<file path="config.mk">
export PLATFORM = sky130hd
export DESIGN_NAME = pedestrian_request_controller
export DESIGN_NICKNAME = d
export VERILOG_FILES = /design/src/rtl/pedestrian_request_controller_pkg.sv /design/src/rtl/pedestrian_request_controller_second_timer.sv /design/src/rtl/pedestrian_request_controller.sv
export SDC_FILE = /design/constraint.sdc
export NUM_CORES = 1
export LEC_CHECK = 0
export ABC_CLOCK_PERIOD_IN_PS = 7400
export CORE_MARGIN = 2
export CORE_UTILIZATION = 60
export DETAILED_ROUTE_END_ITERATION = 10
export PLACE_DENSITY = 0.82
export SYNTH_ARGS = -nofsm -noshare
export SYNTH_HDL_FRONTEND = slang
export SYNTH_SLANG_ARGS = --single-unit
</file>
<file path="constraint.sdc">
create_clock -name clk -period 7.4 [get_ports clk]
set_input_delay 1.48 -clock clk [delete_from_list [all_inputs] [get_ports clk]]
set_output_delay 1.48 -clock clk [all_outputs]
set_load 0.005 [all_outputs]
</file>
<file path="src/rtl/pedestrian_request_controller_pkg.sv">
// Shared definitions for the pedestrian request controller: signal codes,
// FSM state encoding and default timing constants.
package pedestrian_request_controller_pkg;

   localparam int unsigned DEFAULT_TICKS_PER_SEC = 5000;
   localparam int unsigned DEBOUNCE_CNT_W        = 4;

   typedef logic [1:0] ped_code_t;

   localparam ped_code_t PED_HAND  = 2'b00;
   localparam ped_code_t PED_FLASH = 2'b01;
   localparam ped_code_t PED_WALK  = 2'b10;

   typedef enum logic [2:0] {
      ST_IDLE    = 3'd0,
      ST_REQUEST = 3'd1,
      ST_WALK    = 3'd2,
      ST_FLASH   = 3'd3,
      ST_DONE    = 3'd4
   } ped_state_t;

endpackage

</file>
<file path="src/rtl/pedestrian_request_controller_second_timer.sv">
// second_timer: prescaler plus seconds counter; load clears both and captures
// max(loadTime,1) as the interval; counting holds once the interval expires.
module second_timer
   import pedestrian_request_controller_pkg::*;
#(
   parameter int unsigned TICKS_PER_SEC = DEFAULT_TICKS_PER_SEC,
   parameter int unsigned TIME_W        = 6
) (
   input  logic              clk,
   input  logic              reset,
   input  logic              load,
   input  logic [TIME_W-1:0] loadTime,
   output logic              expired_c
);

   localparam int unsigned PRE_W = (TICKS_PER_SEC > 1) ? $clog2(TICKS_PER_SEC) : 1;
   localparam logic [PRE_W-1:0] PRE_LAST = PRE_W'(TICKS_PER_SEC - 1);

   logic [PRE_W-1:0]  prescale;
   logic [TIME_W-1:0] seconds;
   logic [TIME_W-1:0] limit;

   assign expired_c = (prescale == PRE_LAST) && (seconds == limit - TIME_W'(1));

   always_ff @(posedge clk) begin
      if (reset) begin
         prescale <= '0;
         seconds  <= '0;
         limit    <= TIME_W'(1);
      end else if (load) begin
         prescale <= '0;
         seconds  <= '0;
         limit    <= (loadTime == '0) ? TIME_W'(1) : loadTime;
      end else if (!expired_c) begin
         if (prescale == PRE_LAST) begin
            prescale <= '0;
            seconds  <= seconds + TIME_W'(1);
         end else begin
            prescale <= prescale + PRE_W'(1);
         end
      end
   end

endmodule

</file>
<file path="src/rtl/pedestrian_request_controller.sv">
// Pedestrian crossing request controller with timed WALK / flashing-hand phases.
// Optional macro PED_DEBOUNCE_EN adds a 16-sample debounce after the synchronizer.
module pedestrian_request_controller
   import pedestrian_request_controller_pkg::*;
#(
   parameter int unsigned TICKS_PER_SEC = DEFAULT_TICKS_PER_SEC,
   parameter int unsigned TIME_W        = 6
) (
   input  logic              clk,
   input  logic              reset,
   input  logic              button,
   input  logic [TIME_W-1:0] walkTime,
   input  logic [TIME_W-1:0] handTime,
   input  logic              grant,
   output logic              req,
   output logic              done,
   output logic [1:0]        pedControl
);

   ped_state_t        state, nextState;
   logic              btnMeta, btnSync, btnClean, btnPrev, btnRise;
   logic              pending;
   logic              timerLoad, timerExpired;
   logic [TIME_W-1:0] timerTime;
   logic              reqNext, doneNext;
   ped_code_t         pedNext;

   always_ff @(posedge clk) begin
      if (reset) begin
         btnMeta <= 1'b0;
         btnSync <= 1'b0;
      end else begin
         btnMeta <= button;
         btnSync <= btnMeta;
      end
   end

`ifdef PED_DEBOUNCE_EN
   logic [DEBOUNCE_CNT_W-1:0] dbCnt;

   // Accept a new level only after 16 consecutive samples that disagree with the current one
   always_ff @(posedge clk) begin
      if (reset) begin
         btnClean <= 1'b0;
         dbCnt    <= '0;
      end else if (btnSync == btnClean) begin
         dbCnt <= '0;
      end else if (dbCnt == {DEBOUNCE_CNT_W{1'b1}}) begin
         btnClean <= btnSync;
         dbCnt    <= '0;
      end else begin
         dbCnt <= dbCnt + DEBOUNCE_CNT_W'(1);
      end
   end
`else
   assign btnClean = btnSync;
`endif

   assign btnRise = btnClean & ~btnPrev;

   // Clearing on IDLE->REQUEST wins: an edge then is the same request
   always_ff @(posedge clk) begin
      if (reset) begin
         btnPrev <= 1'b0;
         pending <= 1'b0;
      end else begin
         btnPrev <= btnClean;
         if (state == ST_IDLE && pending)
            pending <= 1'b0;
         else if (btnRise && state != ST_REQUEST)
            pending <= 1'b1;
      end
   end

   always_ff @(posedge clk) begin
      if (reset) begin
         state      <= ST_IDLE;
         req        <= 1'b0;
         done       <= 1'b0;
         pedControl <= PED_HAND;
      end else begin
         state      <= nextState;
         req        <= reqNext;
         done       <= doneNext;
         pedControl <= pedNext;
      end
   end

   always_comb begin
      nextState = state;
      case (state)
         ST_IDLE:    if (pending) nextState = ST_REQUEST;
         ST_REQUEST: if (grant) nextState = ST_WALK;
         ST_WALK:    if (!grant) nextState = ST_DONE;
                     else if (timerExpired) nextState = ST_FLASH;
         ST_FLASH:   if (!grant || timerExpired) nextState = ST_DONE;
         ST_DONE:    nextState = ST_IDLE;
         default:    nextState = ST_IDLE;
      endcase
      timerLoad = (nextState != state);
      timerTime = (nextState == ST_WALK) ? walkTime : handTime;
   end

   // Outputs are registered from the upcoming state so they align with it
   always_comb begin
      reqNext  = 1'b0;
      doneNext = 1'b0;
      pedNext  = PED_HAND;
      case (nextState)
         ST_REQUEST: reqNext = 1'b1;
         ST_WALK: begin
            reqNext = 1'b1;
            pedNext = PED_WALK;
         end
         ST_FLASH: begin
            reqNext = 1'b1;
            pedNext = PED_FLASH;
         end
         ST_DONE:    doneNext = 1'b1;
         default:    ;
      endcase
   end

   second_timer #(
      .TICKS_PER_SEC(TICKS_PER_SEC),
      .TIME_W       (TIME_W)
   ) uTimer (
      .clk      (clk),
      .reset    (reset),
      .load     (timerLoad),
      .loadTime (timerTime),
      .expired_c(timerExpired)
   );

endmodule

</file>
==> results.txt <==
grt ovf: 0
Post-Synth Adder-Cell Area: 1.93%
Max IR drop VDD: 0.120 mV
die area: 3720 um^2
Root Driver: clkbuf_4
crit end category: flop
Synth area leaders: dfxtp_1 37%, nor2_1 5.8%, xnor2_1 4.5%, nand2_1 4.2%, xor2_1 4.0%
syn avg cell area: 8.50 um^2
worst-path cell with the longest stage delay: clkdlybuf4s50_1
setup ws final: 4.23 ns
# IOs: 20
hold buffers post-CTS: 0
vias in the first global route: 1484
CTS Buf Count: 5
count leader, synth: dfxtp_1
Syn Nets: 248
post_cts resized: 0
PwrDens: 171 nW/um^2
Port-buffer cells: 19
First-pass DRT Iterations: 4
routed wire length: 3.70 mm
antenna cells: 0
Initial Util: 63.3%
Antenna Nets Post-Route: 0
post-synthesis compound-gate area fraction: 21.0%
Seq cells post-synth: 36
Syn. warnings: 0
setup TNS: 0 ns
f_max: 316 MHz
RSZ-0062 raised after global routing: false
Post-Syn Area: 1950 um^2
cell count after synthesis: 229
family with the most delay on the worst path: simple AND/OR/NAND/NOR gates
post-DP HPWL: 2.76 mm
total setup buffers inserted after CTS: 0
share of cells above drive strength 1: 9.27%
DRC: 0
Worst path max stage delay: 0.58 ns
reg2reg setup slack: 4.35 ns
CP Class: in2reg
Worst-Skew Late Latency: 0.32 ns
Synth async-reset ratio: 0%
Seq/Total Area, Yosys: 37.0%
Area Growth Syn to Fin: 14.1%
CTS tree: yes
Max-slew headroom: 47.7%
Synth Area in XOR/XNOR: 8.55%
Worst Path Arrival: 3.39 ns
Core Rows: 20
Synth area leader: dfxtp_1
per-cell routed wire length: 12.7 um
largest family of logic cells by synthesized area: simple AND/OR/NAND/NOR gates
Die W: 61.0 um
number of synthesized flops with an enable pin: 0
dpl ws: 3.90 ns
Setup violations, final: 0
Synth top area share: 37.0%
CTS H-tree depth: 2
HP Class: reg2reg
clock tree buffer depth: 2
mux contribution to synthesized area: 3.98%
Buf/Inv on CP: 1
commonest cells in the netlist: 36 x dfxtp_1, 30 x nor2_1, 22 x nand2_1
status: completed
largest net degree at the start of global routing: 22
initial antenna violation count: 0
WP data required: 7.62 ns
Slew Viols, Final: 0
final hold vios: 0
post-DR vias/cell: 5.74
MaxCap Viol Count: 0
Total GRT Usage: 22.7%
share of the clock period used by the worst path: 42.8%
DRT iter0 DRCs: 59
critical path's most frequent cell: nand2_1
simple-gate area share of the yosys netlist: 24.9%
crit-path max FO: 7
Vias: 1676
Die Ht: 61.0 um
CTS sink cnt: 36
gp weighted congestion: 0.826
crit start category: input port
P_leak: 0.000778 uW
first-pass GRT wire length: 6.33 mm
final critical-path required period: 3.17 ns
top_reg_cell synth: dfxtp_1
clock slew at reported path FFs: 0.10 ns
area of the core: 3080 um^2
worst-margin pin slew: 0.784 ns
clock skew: 0.00374 ns
Yosys cell types: 43
crit-path cells: clkdlybuf4s50_1 -> nand2_1 -> nor3_1 -> nand2_1 -> mux2_2 -> a311o_1
Layout Nets: 266
[kinds of logic after synthesis]
group / Yosys count
XOR/XNOR: 19
flip-flops: 36
AND/OR/NAND/NOR: 96
adder cells (fa/ha/maj): 3
AO/OA/AOI/OAI: 55
multiplexers: 7
buffers and inverters: 13
[area by class of cell]
class | instances | area (um^2)
Multi-Input combinational cell | 180 | 1170
Clock buffer | 6 | 51.3
Inverter | 5 | 18.8
Tap cell | 44 | 55.1
Sequential cell | 36 | 721
Timing Repair Buffer | 19 | 190
Clock inverter | 2 | 10.0
Fill cell | 266 | 857
[stage by stage]
| stage | instances | area, um^2 | power, uW | utilization [%] | hold slack (ns) |
|---|---|---|---|---|---|
| final | 292 | 2220 | 380 | 72.2 | 0.465 |
| after floorplan | 229 | 1950 | 257 | - | 0.414 |
| after global routing | 292 | 2220 | 403 | 72.2 | 0.491 |
| after global placement | 284 | 2160 | 276 | 70.2 | 0.420 |
| after detailed placement | 284 | 2160 | 278 | 70.2 | 0.451 |
| after CTS | 292 | 2220 | 385 | 72.2 | 0.466 |
[report_power, final]
part           switching [uW]  internal [uW]
Sequential               7.18            201
Clock                    61.2           45.2
Combinational            36.1           29.8
Total                     105            276
[worst reg2reg max path: stages (launching register included)]
cell,delay (ns)
dfxtp_1,0.35
or3_4,0.41
or4_4,0.50
a2111oi_4,0.67
a31oi_1,0.19
o21ai_2,0.67
nor2_1,0.13
[placed cells by master (no fill, tap or decap), drive strengths merged, types with 4 or more instances in the layout]
master and count:
nand4 7, dfxtp 36, xor2 9, a31oi 4
a21oi 14, a311oi 5, xnor2 10, mux2 6
clkdlybuf4s50 19, nand3 6, clkbuf 6, nor2 30
nor2b 4, and3 4, a22oi 6, a22o 6
inv 4, o21ai 4, nand2 22, nor3 7
a211oi 5
[final timing paths]
check,from,cells past startpoint,end
setup / recovery,grant,6,uTimer.limit[0]
hold / removal,btnMeta,1,btnClean
setup reg to reg,uTimer.limit[0],6,uTimer.prescale[5]
hold reg to reg,btnMeta,1,btnClean
[registers in the layout, summed over array words and instances, names as in the netlist, 2 cells and up]
name and count:
pedControl 2, uTimer.seconds 6, uTimer.prescale 13, state 3, uTimer.limit 6
[routing by layer]
| layer | vias to the layer above | wire, um | GRT usage (%) |
|---|---|---|---|
| met5 | - | 0 | 0 |
| met2 | 32 | 1690 | 36.7 |
| met3 | 4 | 108 | 5.12 |
| met4 | 0 | 31 | 7.45 |
| li1 | 871 | - | - |
| met1 | 769 | 1870 | 29.9 |
Power figures use the tool's default switching activity.
==> RTL change (config.mk and constraints unchanged) <==
The 5 states of `ped_state_t` get a one-hot encoding in 5 bits.
--- a/src/rtl/pedestrian_request_controller_pkg.sv
+++ b/src/rtl/pedestrian_request_controller_pkg.sv
@@ -11,12 +11,12 @@
    localparam ped_code_t PED_FLASH = 2'b01;
    localparam ped_code_t PED_WALK  = 2'b10;
 
-   typedef enum logic [2:0] {
-      ST_IDLE    = 3'd0,
-      ST_REQUEST = 3'd1,
-      ST_WALK    = 3'd2,
-      ST_FLASH   = 3'd3,
-      ST_DONE    = 3'd4
+   typedef enum logic [4:0] {
+      ST_IDLE    = 5'b00001,
+      ST_REQUEST = 5'b00010,
+      ST_WALK    = 5'b00100,
+      ST_FLASH   = 5'b01000,
+      ST_DONE    = 5'b10000
    } ped_state_t;
 
 endpackage
Formal check against the unedited RTL: no difference found for any inputs over 10 cycles, from zero or initial values and one cycle with reset high; not proved beyond that.
==> RTL change against the unedited design <==
Critical path type unchanged; sequential share of layout area decreased by 0.14 points; setup slack improved by 230 ps; sequential cell count increased by 2; wire length increased by 18%; highest routed layer unchanged; area after synthesis increased by 8.4%; final area increased by 6.0%; clock power about the same; total power increased by 2.4%.
==> RTL change: results (changes against the unedited design) <==
- Gate Count Post-Synth: 243 (was 229)
- Worst Hold Margin: 449.7 ps (was 464.8 ps)
- Top cell family by delay on the critical path: compound AO/OA/AOI/OAI gates (was simple AND/OR/NAND/NOR gates)
- Non-Clock Inverter Count: 8 (was 5)
- Delay of the slowest cell on the worst path: 660 ps (was 580 ps)
- Dominant cells by area after synthesis: sky130_fd_sc_hd__dfxtp_1, sky130_fd_sc_hd__nor2_1, sky130_fd_sc_hd__xor2_1 (was sky130_fd_sc_hd__dfxtp_1, sky130_fd_sc_hd__nor2_1, sky130_fd_sc_hd__xnor2_1)
- Clock network share of area: 0.02179 (was 0.02761)
- Area of combinational cells with multiple inputs: 0.001265 sq mm (was 0.001175 sq mm)
- Amount of wire on met2 after detailed routing: 2094 microns (was 1694 microns)
- Synth top cells by count: sky130_fd_sc_hd__dfxtp_1, sky130_fd_sc_hd__nor2_1, sky130_fd_sc_hd__nand2_1, sky130_fd_sc_hd__nand3_1, sky130_fd_sc_hd__nor3_1 (was sky130_fd_sc_hd__dfxtp_1, sky130_fd_sc_hd__nor2_1, sky130_fd_sc_hd__nand2_1, sky130_fd_sc_hd__a21oi_1, sky130_fd_sc_hd__xnor2_1)
- Maximum fanout encountered on the critical timing path: 25 (was 7)
- Data arrival time of the worst path: 3190 ps (was 3390 ps)
- Layout Skew: 11.43 ps (was 3.738 ps)
- Clock latency reported for the late side of the worst-skew pair: 340 ps (was 320 ps)
- Routed length on met3: 163 microns (was 108 microns)
- Transition time of the tightest slew-check pin: 655.2 ps (was 784.4 ps)
- Proportion of cell area occupied by registers: 0.3231 (was 0.3245)
- Wire per inst: 14.40 microns (was 12.67 microns)
- Leakage dissipation: 0.8395 nW (was 0.7783 nW)
- Detailed Route WL: 4379 microns (was 3700 microns)
- Pre-CTS setup slack: 4124 ps (was 3903 ps)
- Maximum resistive drop on vdd: 112.0 uV (was 119.8 uV)
- Net count, final: 278 (was 266)
- Avg Vias per Cell: 6.105 (was 5.740)
- Worst-case reg-to-reg path depth: 5 (was 6)
- HPWL reported at the end of detailed placement: 3119 microns (was 2763 microns)
- Setup slack, reg-to-reg: 4810 ps (was 4350 ps)
- Start of the worst register-to-register path: uTimer.prescale[3] (was uTimer.limit[0])
- Outcome: finished, final reports clean (unchanged)
- Via count of the first global-routing pass: 1818 (was 1484)
- Overall Global Routing Usage: 0.2371 (was 0.2266)
- Share of layout cells above drive strength 1: 0.08527 (was 0.09274)
- Clock sink count: 38 (was 36)
- Final cell utilization of the core: 0.7001 (was 0.7215)
- Met2 track demand over resource: 0.4043 (was 0.3671)
- Drt initial violations: 167 (was 59)
- Wire length of the first global-routing pass: 7748 microns (was 6334 microns)
- Synth cell types: 50 (was 43)
==> RTL change: logic make-up after synthesis <==
| logic type | synth area share |
|---|---|
| multiplexers | 0.009490 |
| XOR/XNOR | 0.08660 |
| AND/OR/NAND/NOR | 0.2675 |
| buffers and inverters | 0.03974 |
| adder cells (fa/ha/maj) | 0.01780 |
| flip-flops | 0.3606 |
| AO/OA/AOI/OAI | 0.2183 |
==> RTL change: worst register-to-register path, stage by stage, from the launching register on <==
cell and delay (ps):
sky130_fd_sc_hd__dfxtp_1 390, sky130_fd_sc_hd__nor4b_1 450, sky130_fd_sc_hd__nand4_1 570, sky130_fd_sc_hd__nor3_4 540
sky130_fd_sc_hd__o41a_4 410, sky130_fd_sc_hd__o22ai_1 120
==> RTL change: power breakdown <==
group,internal [mW],leakage [nW],total [mW],switching [mW]
registers,0.210,0.308,0.215,0.00520
clock network,0.0428,0.0302,0.106,0.0630
logic,0.0263,0.502,0.0683,0.0420
